[src/rtl/restoring_divider_pkg.sv]
// Shared types and constants for the restoring divider.
// Holds the FSM state type, the default operand width and the iteration counter width.
package divider_pkg;

  localparam int unsigned DIV_WIDTH = 8;
  localparam int unsigned DIV_CNT_W = $clog2(DIV_WIDTH + 1);

  typedef enum logic [1:0] {
    IDLE = 2'd0,
    RUN  = 2'd1,
    DONE = 2'd2
  } div_state_e;

endpackage

[src/rtl/restoring_divider_if.sv]
// Operand/result handshake bundle for the restoring divider.
// The master drives operands and out_ready; the slave is the divider itself.
interface restoring_divider_if #(
  parameter int WIDTH = 8
);

  logic               in_valid;
  logic               in_ready;
  logic [2*WIDTH-1:0] dividend;
  logic [WIDTH-1:0]   divisor;
  logic               out_valid;
  logic               out_ready;
  logic [WIDTH-1:0]   quotient;
  logic [WIDTH-1:0]   remainder;
  logic               overflow;
  logic               div_by_zero;

  modport master (
    output in_valid, dividend, divisor, out_ready,
    input  in_ready, out_valid, quotient, remainder, overflow, div_by_zero
  );

  modport slave (
    input  in_valid, dividend, divisor, out_ready,
    output in_ready, out_valid, quotient, remainder, overflow, div_by_zero
  );

endinterface

[src/rtl/restoring_divider_div_step.sv]
// One restoring-division iteration: shift in a dividend bit, trial-subtract the divisor.
// The partial remainder entering is always below the divisor, so the result fits in WIDTH bits.
module div_step #(
  parameter int WIDTH = 8
) (
  input  logic [WIDTH-1:0] i_r,
  input  logic             i_bit,
  input  logic [WIDTH-1:0] i_divisor,
  output logic [WIDTH-1:0] o_r_next,
  output logic             o_q_bit
);

  logic [WIDTH:0] w_t;
  logic [WIDTH:0] w_diff;

  assign w_t    = {i_r, i_bit};
  assign w_diff = w_t - {1'b0, i_divisor};

  // Restore (keep T) when the trial subtraction would go negative.
  always_comb begin
    o_r_next = w_t[WIDTH-1:0];
    o_q_bit  = 1'b0;
    if (w_t >= {1'b0, i_divisor}) begin
      o_r_next = w_diff[WIDTH-1:0];
      o_q_bit  = 1'b1;
    end else begin
      o_r_next = w_t[WIDTH-1:0];
      o_q_bit  = 1'b0;
    end
  end

endmodule

[src/rtl/restoring_divider.sv]
// Sequential unsigned restoring divider: 2*WIDTH-bit dividend by WIDTH-bit divisor,
// one quotient bit per clock, valid/ready on both sides, all outputs registered.
module restoring_divider
  import divider_pkg::*;
#(
  parameter int WIDTH = DIV_WIDTH
) (
  input  logic              clk,
  input  logic              rst_n,
  restoring_divider_if.slave bus
);

  localparam int CW = $clog2(WIDTH + 1);

  div_state_e       r_state;
  logic [WIDTH-1:0] r_rem;
  logic [WIDTH-1:0] r_shift;
  logic [WIDTH-1:0] r_div;
  logic [WIDTH-1:0] r_q;
  logic [CW-1:0]    r_cnt;
  logic             r_in_ready;
  logic             r_out_valid;
  logic [WIDTH-1:0] r_quotient;
  logic [WIDTH-1:0] r_remainder;
  logic             r_overflow;
  logic             r_div_by_zero;

  logic [WIDTH-1:0] w_r_next;
  logic             w_q_bit;
  logic [WIDTH-1:0] w_div_hi;
  logic [WIDTH-1:0] w_div_lo;

  assign w_div_hi = bus.dividend[2*WIDTH-1:WIDTH];
  assign w_div_lo = bus.dividend[WIDTH-1:0];

  div_step #(.WIDTH(WIDTH)) u_step (
    .i_r       (r_rem),
    .i_bit     (r_shift[WIDTH-1]),
    .i_divisor (r_div),
    .o_r_next  (w_r_next),
    .o_q_bit   (w_q_bit)
  );

  // Control FSM, iteration datapath and registered result outputs.
  always_ff @(posedge clk) begin
    if (!rst_n) begin
      r_state       <= IDLE;
      r_rem         <= {WIDTH{1'b0}};
      r_shift       <= {WIDTH{1'b0}};
      r_div         <= {WIDTH{1'b0}};
      r_q           <= {WIDTH{1'b0}};
      r_cnt         <= {CW{1'b0}};
      r_in_ready    <= 1'b1;
      r_out_valid   <= 1'b0;
      r_quotient    <= {WIDTH{1'b0}};
      r_remainder   <= {WIDTH{1'b0}};
      r_overflow    <= 1'b0;
      r_div_by_zero <= 1'b0;
    end else begin
      case (r_state)
        IDLE: begin
          if (bus.in_valid) begin
            r_div      <= bus.divisor;
            r_in_ready <= 1'b0;
            if (bus.divisor == {WIDTH{1'b0}}) begin
              r_state       <= DONE;
              r_out_valid   <= 1'b1;
              r_quotient    <= {WIDTH{1'b1}};
              r_remainder   <= w_div_lo;
              r_overflow    <= 1'b1;
              r_div_by_zero <= 1'b1;
            end else if (w_div_hi >= bus.divisor) begin
              // Quotient would need more than WIDTH bits; saturate.
              r_state       <= DONE;
              r_out_valid   <= 1'b1;
              r_quotient    <= {WIDTH{1'b1}};
              r_remainder   <= {WIDTH{1'b0}};
              r_overflow    <= 1'b1;
              r_div_by_zero <= 1'b0;
            end else begin
              r_state <= RUN;
              r_rem   <= w_div_hi;
              r_shift <= w_div_lo;
              r_q     <= {WIDTH{1'b0}};
              r_cnt   <= CW'(WIDTH);
            end
          end else begin
            r_in_ready <= 1'b1;
          end
        end
        RUN: begin
          r_rem   <= w_r_next;
          r_shift <= {r_shift[WIDTH-2:0], 1'b0};
          r_q     <= {r_q[WIDTH-2:0], w_q_bit};
          r_cnt   <= r_cnt - CW'(1);
          if (r_cnt == CW'(1)) begin
            r_state       <= DONE;
            r_out_valid   <= 1'b1;
            r_quotient    <= {r_q[WIDTH-2:0], w_q_bit};
            r_remainder   <= w_r_next;
            r_overflow    <= 1'b0;
            r_div_by_zero <= 1'b0;
          end else begin
            r_state <= RUN;
          end
        end
        DONE: begin
          if (bus.out_ready) begin
            r_state     <= IDLE;
            r_out_valid <= 1'b0;
            r_in_ready  <= 1'b1;
          end else begin
            r_state <= DONE;
          end
        end
        default: begin
          r_state     <= IDLE;
          r_out_valid <= 1'b0;
          r_in_ready  <= 1'b1;
        end
      endcase
    end
  end

  assign bus.in_ready    = r_in_ready;
  assign bus.out_valid   = r_out_valid;
  assign bus.quotient    = r_quotient;
  assign bus.remainder   = r_remainder;
  assign bus.overflow    = r_overflow;
  assign bus.div_by_zero = r_div_by_zero;

endmodule

[src/flat_wrapper.sv]
// flat-port wrapper written by rule: the top's interface ports become plain ports
module restoring_divider_flat import divider_pkg::*;
#(
  parameter int WIDTH = DIV_WIDTH
)
  (clk, rst_n, bus_in_valid, bus_dividend, bus_divisor, bus_out_ready, bus_in_ready, bus_out_valid, bus_quotient, bus_remainder, bus_overflow, bus_div_by_zero);
  restoring_divider_if #(.WIDTH(WIDTH)) bus_i ();
  input  logic clk;
  input  logic rst_n;
  input wire logic [$bits(bus_i.in_valid)-1:0] bus_in_valid;
  input wire logic [$bits(bus_i.dividend)-1:0] bus_dividend;
  input wire logic [$bits(bus_i.divisor)-1:0] bus_divisor;
  input wire logic [$bits(bus_i.out_ready)-1:0] bus_out_ready;
  output wire logic [$bits(bus_i.in_ready)-1:0] bus_in_ready;
  output wire logic [$bits(bus_i.out_valid)-1:0] bus_out_valid;
  output wire logic [$bits(bus_i.quotient)-1:0] bus_quotient;
  output wire logic [$bits(bus_i.remainder)-1:0] bus_remainder;
  output wire logic [$bits(bus_i.overflow)-1:0] bus_overflow;
  output wire logic [$bits(bus_i.div_by_zero)-1:0] bus_div_by_zero;
  assign bus_i.in_valid = bus_in_valid;
  assign bus_i.dividend = bus_dividend;
  assign bus_i.divisor = bus_divisor;
  assign bus_i.out_ready = bus_out_ready;
  assign bus_in_ready = bus_i.in_ready;
  assign bus_out_valid = bus_i.out_valid;
  assign bus_quotient = bus_i.quotient;
  assign bus_remainder = bus_i.remainder;
  assign bus_overflow = bus_i.overflow;
  assign bus_div_by_zero = bus_i.div_by_zero;
  restoring_divider #(.WIDTH(WIDTH)) u_core (.clk(clk), .rst_n(rst_n), .bus(bus_i));
endmodule
[config.mk]
export PLATFORM = sky130hd
export DESIGN_NAME = restoring_divider_flat
export DESIGN_NICKNAME = d
export VERILOG_FILES = /design/src/rtl/restoring_divider_pkg.sv /design/src/rtl/restoring_divider_if.sv /design/src/rtl/restoring_divider_div_step.sv /design/src/rtl/restoring_divider.sv /design/src/flat_wrapper.sv
export SDC_FILE = /design/constraint.sdc
export NUM_CORES = 1
export LEC_CHECK = 0
export CAP_MARGIN = 25
export CELL_PAD_IN_SITES_DETAIL_PLACEMENT = 1
export CELL_PAD_IN_SITES_GLOBAL_PLACEMENT = 2
export CORE_ASPECT_RATIO = 0.75
export CORE_UTILIZATION = 34
export CTS_BUF_LIST = sky130_fd_sc_hd__clkbuf_4 sky130_fd_sc_hd__clkbuf_8 sky130_fd_sc_hd__clkbuf_16
export DETAILED_ROUTE_END_ITERATION = 7
export PLACE_DENSITY = 0.9
export SYNTH_ARGS = -nofsm -noshare
export SYNTH_HDL_FRONTEND = slang
export SYNTH_SLANG_ARGS = --single-unit
[constraint.sdc]
create_clock -name clk -period 4.87 [get_ports clk]
set_input_delay 0.974 -clock clk [delete_from_list [all_inputs] [get_ports clk]]
set_output_delay 0.974 -clock clk [all_outputs]
set_load 0.02 [all_outputs]
==> results of run 1 <==
-- worst max-delay path, cell delays in order --
cell and delay, ns:
clkdlybuf4s50_1 0.50, inv_1 0.05, ha_1 0.27, nand2b_4 0.14, a2111o_1 0.40, a211o_1 0.41
o21a_1 0.50, or3_1 0.44, a211oi_2 0.21
-- sequential cells by signal, summed over array words and instances, names as in the netlist, 2 cells and up --
signal                count
u_core.r_shift            8
u_core.r_rem              8
u_core.bus.quotient       8
u_core.r_q                7
u_core.bus.remainder      8
u_core.r_state            2
u_core.r_cnt              4
u_core.r_div              8
-- layout make-up --
class	count	area, um^2	area share
clock buffer	13	280	0.0730
clock inverter	2	35.0	0.00912
inverter	26	97.6	0.0254
multi-input combinational	274	1670	0.434
sequential	57	1140	0.297
tap	108	135	0.0352
timing repair buffer	49	485	0.126
-- placed cells by master, fill, tap and decap left out, types with 4 or more instances in the layout --
cell              n
dfxtp_1          57
clkdlybuf4s50_1  47
nand2_1          45
nor2_1           43
a21oi_1          29
inv_1            25
nor3_1           19
ha_1             18
a22oi_1          16
nand3_1          10
o21ai_1           9
o21ai_0           9
a31oi_1           9
clkbuf_16         9
a311oi_1          8
nand2b_1          7
o21a_1            5
a211oi_1          4
clkbuf_8          4
-- cells by family (layout without fill, tap and decap cells) --
| logic type | count (synthesis) | count (layout) | synth area share |
|---|---|---|---|
| compound gates | 109 | 109 | 0.244 |
| xor+xnor | 2 | 2 | 0.00582 |
| fa+ha+maj | 19 | 19 | 0.0815 |
| buf+inv | 46 | 90 | 0.0673 |
| flops | 57 | 57 | 0.379 |
| mux | 3 | 3 | 0.00998 |
| simple gates | 141 | 141 | 0.213 |
-- power by group through the flow --
stage / Clock [W] / Combinational [W] / Sequential (W)
2_1_floorplan: 0 / 0.000379 / 0.000589
3_3_place_gp: 0 / 0.000550 / 0.000578
3_5_place_dp: 0 / 0.000570 / 0.000581
4_1_cts: 0.000673 / 0.000576 / 0.000572
5_1_grt: 0.000694 / 0.000632 / 0.000579
6_report: 0.000662 / 0.000578 / 0.000572
-- routing by layer --
| metal | part of all wire | track usage | vias up | routed length (um) |
|---|---|---|---|---|
| li1 | - | - | 1432 | - |
| met1 | 0.49 | 0.282 | 1444 | 4740 |
| met2 | 0.45 | 0.327 | 63 | 4300 |
| met3 | 0.052 | 0.0770 | 10 | 498 |
| met4 | 0.0097 | 0.0618 | 0 | 93 |
| met5 | 0 | 0 | - | 0 |
-- worst paths after layout --
kind,start,end,cells after the start
max,bus_dividend[8],u_core.r_cnt[2],9
min,u_core.r_div[7],u_core.r_div[7],2
max reg2reg,u_core.r_div[6],u_core.bus.remainder[7],8
min reg2reg,u_core.r_div[7],u_core.r_div[7],2
-- through the flow --
step	cell area (um^2)	total power (W)	cells	utilization
2_1_floorplan	3010	0.000968	377	-
3_3_place_gp	3530	0.00113	514	0.414
3_5_place_dp	3530	0.00115	514	0.414
4_1_cts	3840	0.00182	529	0.450
5_1_grt	3840	0.00190	529	0.450
6_report	3840	0.00181	529	0.450
==> results.md, run 1 <==
* DP HPWL at 6990 um
* Post-CTS Resized at 0
* Area leader, netlist: dfxtp_1
* Top-count cell post-synth: dfxtp_1
* Die W at 111 um
* Initial cell density of the core at 0.353
* Tmin final at between 3 and 4 ns
* Fin nets at 464
* Critical Path Source Type: input port
* Slew margin rel. at 0.431
* Post-synth top cells: dfxtp_1, nand2_1, nor2_1, a21oi_1, inv_1
* Yosys reg bits at 57
* I/O Pins at 48
* Cts hold-fix bufs at 0
* Slew Viols, Final at 0
* Number of global-route vias before repair at 2933
* Synthesized area at ~3000 um^2
* Unrepaired setup endpoints after global routing: no
* Die area at roughly 9000 um^2
* CTS tree: yes
* Comb pwr share at 0.319
* Largest net degree at the start of global routing at 46
* First-pass GRT wire length at around 15000 um
* PortBufs at 47
* Worst EP required at 5.12 ns
* Gpl congestion at 0.869
* Max cap viols at 0
* Run status: finished, final reports clean
* All-Layer GR Usage at 0.214
* # DRC at 0
* Area growth syn-to-layout at 27.6%
* Via count at 2949
* Clock H-tree levels at 3
* Root buffer cell: clkbuf_16
* Worst-Margin Slew at 0.853 ns
* Net switching fraction of the power at 0.339
* Dpl ws at 0.871 ns
* DR pass1 iterations at 4
* Post-synth top area share at 0.379
* Post-Route WL at about 9600 um
* Sink Count at 57
* DRT iter0 DRCs at 118
* Num rows at 29
* Hold Crit Class: flip-flop to flip-flop
* Postcts setup bufs at 0
* Fill cells at roughly 1000
* Share of layout cells above drive strength 1 at 0.0618
* TNS Setup at 0 ns
* Clock latency on the worst-skew pair at roughly 0.33 ns
* Avg Inst Size Synth at around 8.0 um^2
* Fin crit share at 0.750
* IR drop worst, VDD at ~0.18 mV
* N_diodes at 0
* Final setup margin at around 1.2 ns
* Seq/Total Area, Yosys at 0.379
* Worst EP arrival at 3.90 ns
* Sequential power share at 0.316
* Hold Violations, Final at 0
* Top cells by area, synth: dfxtp_1, ha_1, nand2_1
* Die Y at 83.5 um
* Fmax at ~270 MHz
* Worst R2R Setup Slack at 2.08 ns
* Routed Antenna Nets at 0
* Clock skew at 0.00625 ns
* Worst setup EP type: flip-flop
* Ys async rst share at 0
* Hold_ws at 0.451 ns
* Internal at about 0.0012 W
* Antenna violations before repair at 0
* TritonCTS buffer count at 9
* WL per Instance at around 18 um
* Worst-path fanout max at 20
* Gr ovfl total at 0
* Post-synth cell types at 48
* YS warnings at 0
* Post-synth EDFFs at 0
* Clock power frac at 0.365
* Synthesized instance count at roughly 380
* Kind of critical path: input port to flip-flop
* Post-Syn Nets at 424
* Clock buffer depth at 2
* Vias per inst at 5.57
* Synth Flop Type: dfxtp_1
* Power Density at 472 nW/um^2
* P_sw at between 0.0006 and 0.0007 W
* Count of final setup violators at 0
* Clock transition at the registers of the reported paths at 0.05 ns
* Core ar. at 8530 um^2
* P_leak at 1.49 nW
(Power assumes the default switching activity.)
==> inputs of run 2 (changes only) <==
--- a/config.mk
+++ b/config.mk
@@ -9,10 +9,10 @@
 export CELL_PAD_IN_SITES_DETAIL_PLACEMENT = 1
 export CELL_PAD_IN_SITES_GLOBAL_PLACEMENT = 2
 export CORE_ASPECT_RATIO = 0.75
-export CORE_UTILIZATION = 34
+export CORE_UTILIZATION = 31
 export CTS_BUF_LIST = sky130_fd_sc_hd__clkbuf_4 sky130_fd_sc_hd__clkbuf_8 sky130_fd_sc_hd__clkbuf_16
 export DETAILED_ROUTE_END_ITERATION = 7
-export PLACE_DENSITY = 0.9
+export PLACE_DENSITY = 0.84
 export SYNTH_ARGS = -nofsm -noshare
 export SYNTH_HDL_FRONTEND = slang
 export SYNTH_SLANG_ARGS = --single-unit
==> constraint.sdc (replaced) <==
create_clock -name clk -period 3.75 [get_ports clk]
set_input_delay 0.75 -clock clk [delete_from_list [all_inputs] [get_ports clk]]
set_output_delay 0.75 -clock clk [all_outputs]
set_load 0.02 [all_outputs]
==> run 2 against run 1 <==
  * Via count fell by 0.98%
  * Setup slack got worse by 0.70 ns
  * Clock-buffer cell count did not move
  * Combinational power rose by 30%
  * Register-to-register slack got worse by 1.0 ns
==> results.md, run 2 (synthesis results as in run 1) <==
* Run status: finished, final reports clean
* First-pass GRT wire length at about 16000 um
* Root buffer cell: clkbuf_16
* Max cap viols at 0
* Final Instance Area at ~4000 um^2
* Critical Path Source Type: input port
* P_leak at 1.52 nW
* PortBufs at 47
* Gpl congestion at 0.827
* Grt peak-use layer: met1
* Clock transition at the registers of the reported paths at 0.05 ns
* IR drop worst, VDD at 0.237 mV
* Worst-Margin Slew at approximately 0.81 ns
* WL per Instance at 17.6 um
* DRT iter0 DRCs at 155
* DP HPWL at 7080 um
* Post-placement cell count at 538
* DR pass1 iterations at 4
* Commonest non-fill, non-tap cell in the layout: dfxtp_1
* M1 GR Usage at 0.300
* Layout Utilization at 0.425
* Worst setup EP type: flip-flop
* Core ar. at roughly 9200 um^2
* Unrepaired setup endpoints after global routing: no
* Antenna violations before repair at 0
* Cts hold-fix bufs at 0
* Clock skew at slightly above 0.005 ns
* TNS Setup at 0 ns
* Fmax at just over 300 MHz
* Slew margin rel. at 0.459
* Largest net degree at the start of global routing at 46
* Kind of critical path: input port to flip-flop
* Dpl ws at 0.169 ns
* Fin crit share at 0.861
* Routed Antenna Nets at 0
* Clock power frac at 0.380
* Num rows at 30
* Internal at 0.00162 W
* Post-Route WL at 9770 um
* Slew Viols, Final at 0
* Gr ovfl total at 0
* Sink Count at 57
* Initial cell density of the core at 0.326
* Fin nets at 469
* Met2 usage at 0.292
* CTS tree: yes
* Clock H-tree levels at 3
* Final setup margin at 0.521 ns
* P_sw at 0.000796 W
* Slowest stage delay, CP at 0.49 ns
* Count of final setup violators at 0
* # DRC at 0
* I/O Pins at 48
* Net switching fraction of the power at 0.329
* N_diodes at 0
* Cell Area, Placed at 3580 um^2
* All-Layer GR Usage at 0.207
* Die W at 116 um
* Worst-path fanout max at 10
* Hold Crit Class: flip-flop to flip-flop
* Number of global-route vias before repair at 2861
* Commonest cells after routing, fill and taps aside: dfxtp_1, clkdlybuf4s50_1, nand2_1
* Clock buffer depth at 2
* Area growth syn-to-layout at 30.3%
* Number of non-filler instances in the completed layout at 554
* Hold Violations, Final at 0
* Worst EP arrival at 3.48 ns
* Die Y at 87.3 um
* Comb pwr share at 0.311
* Post-CTS Resized at 0
* Power Density at 616 nW/um^2
* TritonCTS buffer count at 9
* Slowest CP cell: clkdlybuf4s50_1
* Sequential power share at 0.308
* Worst EP required at 4.00 ns
* Share of layout cells above drive strength 1 at 0.0728
* Worst path cell trace: clkdlybuf4s50_1, inv_1, ha_1, nand2b_4, a2111o_1, a211o_1, o21a_1, or3_1, a211oi_2
* Via count at 2920
* Vias per inst at 5.27
* Die area at about 10000 um^2
* Tmin final at 3.23 ns
* Met3 usage at 0.0515
* Clock latency on the worst-skew pair at 0.33 ns
* Postcts setup bufs at 0
==> run 2: power groups by stage <==
stage	Clock [W]	Combinational [W]	Sequential [W]
2_1_floorplan	0	0.000492	0.000764
6_report	0.000919	0.000751	0.000745
5_1_grt	0.000968	0.000827	0.000754
4_1_cts	0.000932	0.000748	0.000744
3_3_place_gp	0	0.000721	0.000754
3_5_place_dp	0	0.000741	0.000755
==> run 2: layout make-up <==
cell class / instances / area, um^2
multi-input cells: 274 / 1670
fillers: 1114 / 5310
flip-flops and latches: 57 / 1140
well taps: 128 / 160
clock buffers: 13 / 274
repair buffers: 54 / 523
clock inverters: 2 / 60.1
inverters: 26 / 97.6
==> run 2: routing by layer <==
layer / vias up / part of all wire
li1: 1433 / -
met1: 1394 / 0.53
met2: 78 / 0.41
met3: 15 / 0.040
met4: 0 / 0.019
met5: - / 0
==> run 2: critical path, delay by kind of cell <==
kind                     cells  cell delay, ns
AO/OA/AOI/OAI                4            1.41
buffers and inverters        2            0.55
AND/OR/NAND/NOR              2            0.51
adder cells (fa/ha/maj)      1            0.26
==> run 2: final timing paths <==
path | endpoint | slack [ns] | depth (start not counted) | startpoint
max | u_core.r_cnt[2] | 0.52 | 9 | bus_dividend[8]
max reg2reg | u_core.bus.remainder[7] | 1.05 | 8 | u_core.r_div[6]
min reg2reg | u_core.r_shift[0] | 0.46 | 2 | u_core.r_shift[0]
min | u_core.r_shift[0] | 0.46 | 2 | u_core.r_shift[0]
==> run 2: metrics by stage <==
| step | hold slack [ns] | power, W |
|---|---|---|
| floorplan | 0.432 | 0.00126 |
| global placement | 0.444 | 0.00147 |
| detailed placement | 0.450 | 0.00150 |
| CTS | 0.458 | 0.00242 |
| global route | 0.479 | 0.00255 |
| finish | 0.457 | 0.00242 |
